==> src/rtl/toy_io_port.sv <==
// Memory-mapped I/O responder for the TOY CPU bus: RX FIFO read at IO_ADDR,
// TX FIFO written at IO_ADDR, status/sticky-flag clear at STAT_ADDR.
module toy_io_port #(
    parameter int unsigned DEPTH_LOG2 = 4,
    parameter logic [7:0]  IO_ADDR    = 8'hFF,
    parameter logic [7:0]  STAT_ADDR  = 8'hFE
) (
    input  logic                  clk,
    input  logic                  reset_n,
    input  logic                  read,
    input  logic                  write,
    input  logic [7:0]            addr,
    input  logic [15:0]           data_in,
    output logic [15:0]           data_out,
    input  logic [15:0]           in_data,
    input  logic                  in_valid,
    output logic                  in_ready,
    output logic [15:0]           out_data,
    output logic                  out_valid,
    input  logic                  out_ready,
    output logic [DEPTH_LOG2:0]   rx_count,
    output logic [DEPTH_LOG2:0]   tx_count
);

    localparam int unsigned DEPTH = 1 << DEPTH_LOG2;
    localparam int unsigned PW    = DEPTH_LOG2;
    localparam int unsigned CW    = DEPTH_LOG2 + 1;
    localparam int unsigned DW    = 16;

    logic [DW-1:0] r_rx_mem [DEPTH];
    logic [DW-1:0] r_tx_mem [DEPTH];
    logic [PW-1:0] r_rx_wp, r_rx_rp, r_tx_wp, r_tx_rp;
    logic [CW-1:0] r_rx_cnt, r_tx_cnt;
    logic          r_rd_d;
    logic          r_rx_uf, r_tx_ovf;

    logic w_sel_io, w_sel_st, w_rd_now, w_pop_strobe;
    logic w_rx_full, w_rx_empty, w_tx_full, w_tx_empty;
    logic w_rx_push, w_rx_pop, w_rx_uf_set;
    logic w_tx_wr, w_tx_push, w_tx_pop, w_tx_ovf_set, w_flag_clr;
    logic [DW-1:0] w_status;

    assign w_sel_io     = (addr == IO_ADDR);
    assign w_sel_st     = (addr == STAT_ADDR);
    assign w_rd_now     = read && w_sel_io;
    // CPU reads span several cycles; pop once on the trailing edge of the strobe
    assign w_pop_strobe = r_rd_d && !w_rd_now;

    assign w_rx_full    = (r_rx_cnt == CW'(DEPTH));
    assign w_rx_empty   = (r_rx_cnt == '0);
    assign w_tx_full    = (r_tx_cnt == CW'(DEPTH));
    assign w_tx_empty   = (r_tx_cnt == '0);

    assign w_rx_push    = in_valid && !w_rx_full;
    assign w_rx_pop     = w_pop_strobe && !w_rx_empty;
    assign w_rx_uf_set  = w_pop_strobe && w_rx_empty;

    assign w_tx_wr      = write && w_sel_io;
    assign w_tx_push    = w_tx_wr && !w_tx_full;
    assign w_tx_ovf_set = w_tx_wr && w_tx_full;
    assign w_tx_pop     = out_ready && !w_tx_empty;
    assign w_flag_clr   = write && w_sel_st;

    assign in_ready  = !w_rx_full;
    assign out_valid = !w_tx_empty;
    assign out_data  = r_tx_mem[r_tx_rp];
    assign rx_count  = r_rx_cnt;
    assign tx_count  = r_tx_cnt;

    assign w_status = {r_tx_ovf, r_rx_uf, 6'(r_tx_cnt), 2'b00, 6'(r_rx_cnt)};

    // CPU read data mux
    always_comb begin
        data_out = '0;
        if (w_sel_io && !w_rx_empty) begin
            data_out = r_rx_mem[r_rx_rp];
        end else if (w_sel_st) begin
            data_out = w_status;
        end
    end

    // FIFO storage is intentionally left out of reset
    always_ff @(posedge clk) begin
        if (w_rx_push) r_rx_mem[r_rx_wp] <= in_data;
        if (w_tx_push) r_tx_mem[r_tx_wp] <= data_in;
    end

    always_ff @(posedge clk or negedge reset_n) begin
        if (!reset_n) begin
            r_rx_wp  <= '0;
            r_rx_rp  <= '0;
            r_rx_cnt <= '0;
            r_tx_wp  <= '0;
            r_tx_rp  <= '0;
            r_tx_cnt <= '0;
            r_rd_d   <= 1'b0;
            r_rx_uf  <= 1'b0;
            r_tx_ovf <= 1'b0;
        end else begin
            r_rd_d <= w_rd_now;

            if (w_rx_push) r_rx_wp <= r_rx_wp + PW'(1);
            if (w_rx_pop)  r_rx_rp <= r_rx_rp + PW'(1);
            if (w_rx_push && !w_rx_pop) begin
                r_rx_cnt <= r_rx_cnt + CW'(1);
            end else if (!w_rx_push && w_rx_pop) begin
                r_rx_cnt <= r_rx_cnt - CW'(1);
            end

            if (w_tx_push) r_tx_wp <= r_tx_wp + PW'(1);
            if (w_tx_pop)  r_tx_rp <= r_tx_rp + PW'(1);
            if (w_tx_push && !w_tx_pop) begin
                r_tx_cnt <= r_tx_cnt + CW'(1);
            end else if (!w_tx_push && w_tx_pop) begin
                r_tx_cnt <= r_tx_cnt - CW'(1);
            end

            // Setting a sticky flag takes priority over a same-edge clear
            if (w_rx_uf_set) begin
                r_rx_uf <= 1'b1;
            end else if (w_flag_clr) begin
                r_rx_uf <= 1'b0;
            end
            if (w_tx_ovf_set) begin
                r_tx_ovf <= 1'b1;
            end else if (w_flag_clr) begin
                r_tx_ovf <= 1'b0;
            end
        end
    end

endmodule

==> config.mk <==
export PLATFORM = sky130hd
export DESIGN_NAME = toy_io_port
export DESIGN_NICKNAME = d
export VERILOG_FILES = /design/src/rtl/toy_io_port.sv
export SDC_FILE = /design/constraint.sdc
export NUM_CORES = 1
export LEC_CHECK = 0
export CAP_MARGIN = 20
export CORE_ASPECT_RATIO = 1.1
export CORE_MARGIN = 2
export CORE_UTILIZATION = 34
export CTS_CLUSTER_SIZE = 12
export DETAILED_ROUTE_END_ITERATION = 10
export GPL_TIMING_DRIVEN = 0
export PLACE_DENSITY = 0.51
export RECOVER_POWER = 100
export SLEW_MARGIN = 20
export SYNTH_ARGS = -nofsm -noshare
export SYNTH_HDL_FRONTEND = slang
export SYNTH_SLANG_ARGS = --single-unit
==> constraint.sdc <==
create_clock -name clk -period 3.22 [get_ports clk]
set_input_delay 0.966 -clock clk [delete_from_list [all_inputs] [get_ports clk]]
set_output_delay 0.966 -clock clk [all_outputs]
set_load 0.03 [all_outputs]
==> metrics.yaml, run 1 <==
floorplanning:
  die_y_um: 266.1
  fp.dieArea_mm2: 0.06448
  die_w_um: 242.3
  core_mm2: 0.06210
  ios: 90
  core.rowCount: 96
  initial_core_util_pct: 34.20
power:
  clkPwrFrac_pct: 31.9
  vdd_drop_max_uv: 460.8
  power_frac_seq_pct: 42.7
  sw_frac_of_total_pct: 28.18
  switchingPower_w: 0.005555
  pwr-share-comb_pct: 25.4
  p_int_w: 0.01416
  p_per_area_mw_per_mm2: 736.6
  p_leak_nw: 8.572
clock_network:
  numCtsBuffers: 56
  clock_latency_ps: 610
  clock_sinks: 541
  path_clk_slew_ps: 60
  clock_path_buffers: 3
  cts_root_buffer: "clkbuf_16"
  cts_tree: "yes"
  h-tree-depth: 2
hold_path:
  hp-class: "in -> async"
final_layout:
  final_nets: 1240
  area_growth_pct: 25.99
  finalNonFillerCells: 2056
  seqCellArea_mm2: 0.01611
  multi_input_area_mm2: 0.005370
  drive_gt1_share_pct: 36.09
  fillCellCount: 5390
global_routing:
  grt_pass1_wl_mm: 76.96
  antenna_found_initial: 3
  grt_overflow: 0
  grt_usage_pct: 16.61
  grt_max_degree: 26
  grt_pass1_vias: 11066
sta:
  rsz0062_at_grt: "yes"
  fin_ws_ps: -383.5
  skew_ps: 30.69
  finalSetupViolations: 86
  hold_violations: 0
  hold_ws_ps: 197.7
  slew_viol_final: 26
  worstMarginPinSlew_ps: 1714
  period_needed_ps: 3603
  fmax_mhz: 277.5
  relSlewSlack_pct: -14.24
  fin_crit_sh_pct: 111.9
route:
  ant_nets: 0
  finalWirelength_mm: 52.85
  wl_per_cell_um: 25.70
  vias: 10377
  drtIter0Drc: 758
  drcViolationCount: 0
  via_per_inst: 5.047
  first_pass_iters: 5
synth:
  yosys_most_used_dff: "edfxtp_1"
  synth.area.top_cells: "edfxtp_1 72%, mux4_2 14%, dfrtp_1 3.4%"
  synth.most_common_cell: "edfxtp_1"
  synth_edf_count: 512
  yosysWarnings: 0
  seq_area_frac_synth_pct: 75.81
  synth_area_leader_cell: "edfxtp_1"
  syn_area_per_cell_um2: 22.33
  synth_top_cell_area_share_pct: 72.39
  ys_async_sr_fraction_pct: 5.360
  syn-num-nets: 1017
  ys_ff_latch: 541
  syn_area_mm2: 0.02124
  synth.distinct_cells: 40
  synth_common_cells: "512 x edfxtp_1, 131 x mux4_2, 35 x nand2_1"
  netlist_instances: 951
critical_path:
  cp_data_required_time_ps: 2250
  slowest_delay_ps: 540
  worst_setup_path_start_kind: "register"
  cp-end-kind: "output pin"
  worstPathArrival_ps: 2640
  worstPathCellList: "buf_12 > buf_12 > mux4_2 > mux4_2 > buf_6"
  critPathKind: "reg -> out"
  crit_buf_inv: 3
  path_delay_family: "multiplexers"
  slowest_stage: "mux4_2"
  crit_fanout: 10
placed_design:
  place_ws_ps: -1874
  dp_cells: 1893
  io_buffers: 89
  place_hpwl_mm: 31.55
  place.gp.congestion: 0.7396
run_status:
  violations: "capacitance limit, slew limit, setup timing"
  status: "finished, violations left"
job:
  maxCapViolations: 1
power groups by stage:
stage               logic [W]  clock network [W]  registers [W]
detailed placement    0.00473                  0        0.00856
floorplan             0.00285                  0        0.00858
global placement      0.00448                  0        0.00857
global route          0.00534            0.00671        0.00844
finish                0.00501            0.00628        0.00841
CTS                   0.00511            0.00642        0.00843
cells by family after synthesis:
group,count (synthesis),share of synthesized area [%]
compound gates,34,1.113
xor+xnor,21,0.8660
fa+ha+maj,20,1.249
simple gates,98,2.221
mux,179,17.16
flops,541,75.81
buf+inv,58,1.579
worst paths after layout:
path / startpoint / to / slack [ps] / depth (start not counted)
setup / recovery: r_tx_rp[0] / out_data[2] / -380 / 5
hold / removal: reset_n / r_rx_wp[1] / 200 / 1
setup reg to reg: rx_count[3] / r_rx_mem[1][15] / -150 / 9
hold reg to reg: r_tx_ovf / r_tx_ovf / 490 / 1
max in group asynchronous: reset_n / rx_count[2] / 1000 / 2
min in group clk: r_tx_ovf / r_tx_ovf / 490 / 1
worst reg2reg max path, delay by kind of cell, from the launching register on:
| family | cells | cell delay [ps] |
|---|---|---|
| buf+inv | 4 | 770 |
| simple gates | 5 | 1710 |
| flops | 1 | 630 |
placed cells by master (no fill, tap or decap), drive strengths merged, types with 3 or more instances in the layout:
cell type      Yosys  final
edfxtp           512    512
mux4             144    144
buf               30    127
clkbuf            13    122
dlygate4sd3        0     43
nand2             35     35
mux2i             33     33
dfrtp             29     29
ha                18     18
and2              18     18
nor2              18     18
xnor2             16     16
clkinv             0     15
inv               13     13
o221ai            12     12
o21ai              8      8
nor3               7      7
nand4              6      6
xor2               5      5
nand2b             4      4
o22ai              4      4
a21o               4      4
a21oi              4      4
bufinv             0      3
clkdlybuf4s50      0      3
nand3              3      3
final cells by class:
cell class,instances,share of cell area (%)
Tap cell,833,3.895
Sequential cell,541,60.20
Multi-Input combinational cell,352,20.07
Clock buffer,88,5.952
Buffer,42,2.104
Inverter,13,0.1824
Timing Repair Buffer,168,6.874
Antenna cell,1,0.009352
Clock inverter,18,0.7154
what timing repair did:
action / CTS / global route
cloned: 4 / 4
gates resized for setup: 428 / 40
hold buffers: 0 / 0
endpoints found under the setup margin: 210 / 56
pin swaps: 15 / 14
buffers inserted: 30 / 21
flip-flops by register name, summed over array words and instances (netlist names):
name,cells
r_rd_d,1
r_rx_mem,256
r_rx_rp,4
r_rx_uf,1
r_rx_wp,4
r_tx_mem,256
r_tx_ovf,1
r_tx_rp,4
r_tx_wp,4
rx_count,5
tx_count,5
per-layer routing:
layer / track usage, % / vias to the layer above / routed length [um]
met1: 21.87 / 5558 / 22680
li1: - / 4424 / -
met4: 5.572 / 2 / 1829
met5: 0 / - / 7
met3: 3.284 / 111 / 2451
met2: 27.68 / 282 / 25880
through the flow:
stage / power, W / instance area (um2) / utilization (%) / setup TNS (ps)
2_1_floorplan: 0.01142 / 21240 / - / -262.0
3_3_place_gp: 0.01306 / 23170 / 37.31 / -577120
3_5_place_dp: 0.01329 / 23640 / 38.06 / -231690
4_1_cts: 0.01996 / 26540 / 42.74 / -9257
5_1_grt: 0.02049 / 26760 / 43.09 / -31740
6_report: 0.01971 / 26760 / 43.09 / -13560
No activity file was read; power rests on OpenSTA's default activity.
==> run 2, diff against run 1 <==
- ABC_AREA: unset -> 1
- SLEW_MARGIN: 20 -> unset
- clock period: 3.22 -> 4.5 ns (I/O delays scaled with it)
==> metrics.yaml, run 2 <==
placed_design:
  io_buffers: 89  # unchanged
  place_hpwl_mm: 44.85  # +42%
  place.gp.congestion: 0.8281  # +12%
clock_network:
  clock_path_buffers: 3  # unchanged
  cts_hold_buf: 0  # unchanged
  clock_latency_ps: 640  # +30 ps
  h-tree-depth: 2  # unchanged
  path_clk_slew_ps: 60  # about the same
  clock_sinks: 541  # unchanged
  numCtsBuffers: 58  # +3.6%
  cts_root_buffer: "clkbuf_16"
  cts_tree: "yes"
critical_path:
  cp_data_required_time_ps: 3150  # +900 ps
  r2r-end: "tx_count[4]"
  crit_fanout: 4  # -6
  crit-reg2reg-launch: "tx_count[1]"
  r2r_slack_ps: 1090  # +1240 ps
  reg2reg_depth: 12  # +3
  cp_common_cell: "inv_1"
  worstPathCellList: "clkdlybuf4s50_1 > inv_1 > nor3_4 > nand2_2 > nor2_4 > inv_1 > a21oi_1 > clkdlybuf4s18_2"
  worstPathArrival_ps: 3160  # +520 ps
  slowest_delay_ps: 450  # -90 ps
  cp-end-kind: "output pin"
  critPathKind: "in -> out"
  worst_setup_path_start_kind: "input port"
  slowest_stage: "clkdlybuf4s50_1"
  crit_buf_inv: 4  # +1
  path_delay_family: "buffers and inverters"
job:
  maxCapViolations: 1  # unchanged
floorplanning:
  core.rowCount: 99  # +3.1%
  core_mm2: 0.06602  # +6.3%
  initial_core_util_pct: 34.25  # +0.049 points
  ios: 90  # unchanged
  die_w_um: 249.9  # +3.1%
  die_y_um: 274.5  # +3.1%
  fp.dieArea_mm2: 0.06859  # +6.4%
synth:
  seq_area_frac_synth_pct: 71.20  # -4.6 points
  syn-num-nets: 2020  # +99%
  synth_common_cells: "512 x edfxtp_1, 430 x nand2_1, 220 x nor2_1"
  synth.area.top_cells: "edfxtp_1 68%, nand2_1 7.1%, nand3_1 4.2%"
  syn_area_per_cell_um2: 11.57  # -48%
  yosysWarnings: 0  # unchanged
  synth_top_cell_area_share_pct: 67.99  # -4.4 points
  synth_edf_count: 512  # unchanged
  synth_area_leader_cell: "edfxtp_1"
  ys_async_sr_fraction_pct: 5.360  # unchanged
  netlist_instances: 1954  # +110%
  ys_ff_latch: 541  # unchanged
  yosys_most_used_dff: "edfxtp_1"
  synth.most_common_cell: "edfxtp_1"
  synth.distinct_cells: 31  # -23%
  syn_area_mm2: 0.02261  # +6.5%
sta:
  rsz0062_at_grt: "yes"
  relSlewSlack_pct: -33.37  # -19 points
  skew_ps: 47.37  # +16.67 ps
  period_needed_ps: 4511
  hold_violations: 0  # unchanged
  fin_crit_sh_pct: 100.3
  worstMarginPinSlew_ps: 2001  # +287.0 ps
  slew_viol_final: 30  # +15%
  fin_ws_ps: -11.34  # +372.1 ps
  fmax_mhz: 221.7
  fin_tns_setup_ps: -11.34  # +13550 ps
  finalSetupViolations: 1  # -99%
  hold_ws_ps: 488.7  # +291.0 ps
final_layout:
  area_growth_pct: 19.60
  final_nets: 2208  # +78%
  largestRegisters: "r_rx_mem x256, r_tx_mem x256"
  final_cell_mix: "512 x edfxtp_1, 430 x nand2_1, 202 x nor2_1"
  fillCellCount: 6314  # +17%
  num_antenna_cells: 0  # -1
  final_common_cell: "edfxtp_1"
  drive_gt1_share_pct: 11.62  # -24 points
power:
  power_frac_seq_pct: 40.5  # -2.2 points
  switchingPower_w: 0.005096  # -8.3%
  p_int_w: 0.009716  # -31%
  clkPwrFrac_pct: 31.1  # -0.8 points
  p_leak_nw: 10.05  # +17%
  vdd_drop_max_uv: 361.7  # -22%
  sw_frac_of_total_pct: 34.41  # +6.2 points
  pwr-share-comb_pct: 28.4  # +3.0 points
  p_per_area_mw_per_mm2: 547.7  # -26%
global_routing:
  grt_pass1_vias: 14989  # +35%
  grt_usage_pct: 18.99  # +2.4 points
  antenna_found_initial: 0  # -3
  grt_overflow: 0  # unchanged
  grt_pass1_wl_mm: 96.58  # +26%
  grt_max_degree: 30  # +15%
run_status:
  violations: "capacitance limit, slew limit, setup timing"
  status: "finished, violations left"
route:
  ant_nets: 0  # unchanged
  first_pass_iters: 5  # unchanged
  finalWirelength_mm: 65.22  # +23%
  drcViolationCount: 0  # unchanged
  via_per_inst: 4.979  # -1.3%
  vias: 15157  # +46%
  drtIter0Drc: 1251  # +65%
  wl_per_cell_um: 21.42  # -17%
hold_path:
  min-delay-start: "r_rx_uf"
  hold_depth: 2
  hp-class: "reg -> reg"
  hold_path_end: "r_rx_uf"
## run 2: cell count changes in the layout (fill, tap and decap cells not counted), sizes merged, moves of 12 or more
cell / before / now
nor2: 18 / 221
mux4: 144 / 0
nand2: 35 / 431
and2: 18 / 1
mux2i: 33 / 0
o221ai: 12 / 0
inv: 13 / 160
dlygate4sd3: 43 / 3
clkdlybuf4s50: 3 / 58
xnor2: 16 / 4
o21ai: 8 / 155
nand3: 3 / 192
o211ai: 0 / 68
a21oi: 4 / 23
## run 2: kinds of logic (layout without fill, tap and decap cells)
family	after synthesis	in the layout	share of synthesized area (%)
flops	541	541	71.20
compound gates	247	247	6.225
fa+ha+maj	20	20	1.173
simple gates	866	866	15.65
buf+inv	261	493	5.008
xor+xnor	19	19	0.7359
## run 2: metrics by stage
| stage | total power, W | util (%) | worst slack [ps] | cells | instance area (um2) |
|---|---|---|---|---|---|
| floorplan | 0.008512 | - | 710.9 | 1954 | 22610 |
| global placement | 0.01023 | 37.22 | -779.8 | 2901 | 24580 |
| detailed placement | 0.01035 | 38.18 | -699.6 | 2939 | 25210 |
| CTS | 0.01496 | 40.97 | 0.9506 | 3044 | 27050 |
| global route | 0.01550 | 40.96 | -97.97 | 3044 | 27040 |
| finish | 0.01481 | 40.96 | -11.34 | 3044 | 27040 |
## run 2: worst max path at each step
stage / start / to / depth (start not counted)
final: addr[2] / data_out[6] / 8
after global routing: addr[2] / data_out[13] / 8
after detailed placement: addr[4] / data_out[11] / 9
after CTS: addr[2] / data_out[2] / 9
after global placement: in_valid / r_rx_mem[14][10] / 4
after floorplan: addr[5] / data_out[13] / 6
## run 2: timing repair
action / CTS / global route
gates resized for setup: 75 / 31
cloned: 0 / 0
setup buffers: 1 / 0
pin swaps: 1 / 0
setup endpoints to repair: 32 / 26
## run 2: worst reg2reg max path, cell delays in order, from the launching register on
cell and delay, ps:
dfrtp_1 490, nor2_1 190, nand4_1 600, nand2_1 560, ha_1 420, inv_1 150
ha_1 340, nand2_1 110, nand2_1 60, a21oi_1 160, xor2_1 160, nand2_1 60
nand2_1 50
## run 2: area by class of cell
type	instances	area [um2]	area share, %
plain buffers	101	554.3	2.050
clock buffers	80	1574	5.820
clock inverters	24	245.2	0.9068
inverters	160	605.6	2.239
multi-input cells	1152	5525	20.43
flip-flops and latches	541	16100	59.54
well taps	858	1074	3.970
repair buffers	128	1365	5.048
## run 2: power groups by stage
stage	combinational [W]	sequential, W	clock (W)
3_5_place_dp	0.00424	0.00611	0
5_1_grt	0.00459	0.00603	0.00488
6_report	0.00420	0.00600	0.00461
3_3_place_gp	0.00411	0.00612	0
2_1_floorplan	0.00238	0.00614	0
4_1_cts	0.00425	0.00600	0.00470
## run 2: routing by layer
layer	vias up	global-route usage (%)	wire length [um]	part of all wire [%]
met4	0	5.929	1895	2.9
met1	7460	24.78	27930	43
li1	7124	-	-	-
met5	-	0	0	0
met3	107	2.791	3612	5.5
met2	466	32.70	31780	49
==> run 3, diff against run 2 <==
- TNS_END_PERCENT: unset -> 5
==> metrics.yaml, run 3 (synthesized netlist as in run 2, its figures left out) <==
sta:
  worstMarginPinSlew_ps: 2012  # +11.40 ps
  hold_ws_ps: 488.1  # -0.5970 ps
  relSlewSlack_pct: -34.13  # -0.76 points
  hold_violations: 0  # unchanged
  slew_viol_final: 30  # unchanged
  fin_crit_sh_pct: 100.7  # +0.42 points
  fin_ws_ps: -30.33  # -18.99 ps
  period_needed_ps: 4530  # +18.99 ps
  fmax_mhz: 220.7  # -0.42%
  skew_ps: 48.97  # +1.603 ps
  finalSetupViolations: 2  # +1
  rsz0062_at_grt: "yes"
floorplanning:
  core_mm2: 0.06602  # unchanged
  ios: 90  # unchanged
  fp.dieArea_mm2: 0.06859  # unchanged
  die_y_um: 274.5  # unchanged
  die_w_um: 249.9  # unchanged
  core.rowCount: 99  # unchanged
  initial_core_util_pct: 34.25  # unchanged
global_routing:
  grt_usage_pct: 19.00  # about the same
  grt_max_degree: 30  # unchanged
  grt_overflow: 0  # unchanged
  grt_pass1_wl_mm: 96.63  # about the same
  antenna_found_initial: 0  # unchanged
  grt_pass1_vias: 15002  # +0.087%
placed_design:
  place_ws_ps: -699.6  # unchanged
  place_hpwl_mm: 44.85  # unchanged
  placed_cell_area_mm2: 0.02521  # unchanged
  io_buffers: 89  # unchanged
  place.gp.congestion: 0.8281  # unchanged
clock_network:
  clock_path_buffers: 3  # unchanged
  cts_root_buffer: "clkbuf_16"
  cts_hold_buf: 0  # unchanged
  numCtsBuffers: 58  # unchanged
  h-tree-depth: 2  # unchanged
  clock_sinks: 541  # unchanged
  path_clk_slew_ps: 60  # about the same
  cts_tree: "yes"
  clock_latency_ps: 640  # about the same
critical_path:
  worst_setup_path_start_kind: "input port"
  crit_fanout: 4  # unchanged
  critPathKind: "in -> out"
  cp-end-kind: "output pin"
  worstPathArrival_ps: 3180  # +20 ps
  cp_data_required_time_ps: 3150  # about the same
power:
  p_per_area_mw_per_mm2: 547.3  # about the same
  vdd_drop_max_uv: 363.5  # +0.49%
  p_leak_nw: 10.04  # about the same
route:
  wl_per_cell_um: 21.43  # about the same
  first_pass_iters: 5  # unchanged
  drcViolationCount: 0  # unchanged
  finalWirelength_mm: 65.23  # about the same
  via_per_inst: 4.952  # -0.54%
  ant_nets: 0  # unchanged
  vias: 15075  # -0.54%
  drtIter0Drc: 1239  # -0.96%
final_layout:
  final_cell_mix: "512 x edfxtp_1, 430 x nand2_1, 202 x nor2_1"
  final_area_mm2: 0.02707  # about the same
  fillCellCount: 6307  # -0.11%
  num_antenna_cells: 0  # unchanged
  final_nets: 2208  # unchanged
  area_growth_pct: 19.70  # about the same
  final_common_cell: "edfxtp_1"
  drive_gt1_share_pct: 11.48  # -0.14 points
  largestRegisters: "r_rx_mem x256, r_tx_mem x256"
job:
  maxCapViolations: 1  # unchanged
run_status:
  status: "finished, violations left"
  violations: "capacitance limit, slew limit, setup timing"
hold_path:
  hp-class: "reg -> reg"
run 3: changes by cell type in the layout (fill, tap and decap cells not counted):
cell / before / now
clkdlybuf4s15_2: 2 / 5
clkdlybuf4s18_2: 2 / 3
buf_2: 57 / 51
dlygate4sd3_1: 3 / 2
clkdlybuf4s50_1: 58 / 59
nor4_1: 0 / 1
a21oi_1: 22 / 23
nor4_2: 1 / 0
clkbuf_2: 17 / 16
a21oi_2: 1 / 0
clkbuf_4: 0 / 2
dlygate4sd2_1: 3 / 4
run 3: metal layers:
metal	wire, um	vias up	part of all wire (%)	global-route usage [%]
met2	31870	426	49	32.72
met4	1872	0	2.9	5.929
met3	3503	109	5.4	2.791
met1	27990	7417	43	24.77
met5	0	-	0	0
li1	-	7123	-	-
run 3: what timing repair did:
item                                    in CTS  in global routing
resized for setup                           72                 25
pin swaps                                    0                  1
endpoints found under the setup margin      32                 26
buffers inserted                             0                  1
gates cloned                                 0                  0
run 3: final cells by class:
| type | instances | area, um2 | share of cell area (%) |
|---|---|---|---|
| Buffer | 101 | 554.3 | 2.048 |
| Sequential cell | 541 | 16100 | 59.49 |
| Clock buffer | 80 | 1574 | 5.815 |
| Clock inverter | 24 | 245.2 | 0.9061 |
| Timing Repair Buffer | 128 | 1398 | 5.164 |
| Tap cell | 858 | 1074 | 3.966 |
| Multi-Input combinational cell | 1152 | 5515 | 20.38 |
| Inverter | 160 | 605.6 | 2.237 |
run 3: worst paths after layout:
| path | start | endpoint | slack [ps] | depth (start not counted) |
|---|---|---|---|---|
| min in group asynchronous | reset_n | r_tx_rp[2] | 1270 | 1 |
| min | r_rx_uf | r_rx_uf | 490 | 2 |
| min reg2reg | r_rx_uf | r_rx_uf | 490 | 2 |
| max | addr[2] | data_out[13] | -30 | 8 |
| max reg2reg | tx_count[1] | tx_count[4] | 1080 | 12 |
| max in group asynchronous | reset_n | r_rx_rp[0] | 2020 | 1 |
run 3: power breakdown:
group	total (W)	switching (W)	internal (W)	leakage, nW
logic	0.00420	0.00292	0.00128	4.20
clock network	0.00461	0.00199	0.00261	0.880
registers	0.00600	0.000185	0.00582	4.96
total	0.0148	0.00510	0.00972	10.0
run 3: metrics by stage:
stage	std cells	setup TNS, ps	total power [W]	util [%]
after detailed placement	2939	-9601	0.01035	38.18
after global routing	3044	-651.3	0.01550	41.00
after CTS	3043	-23.92	0.01496	40.98
final	3044	-33.78	0.01481	41.00
after floorplan	1954	0	0.008512	-
after global placement	2901	-165830	0.01023	37.22
run 3: worst max-delay path: stages:
cell and delay (ps):
clkdlybuf4s50_1 450, inv_1 70, nor3_4 230, nand2_2 110, nor2_4 210, inv_1 120, a21oi_1 280, clkdlybuf4s15_2 350
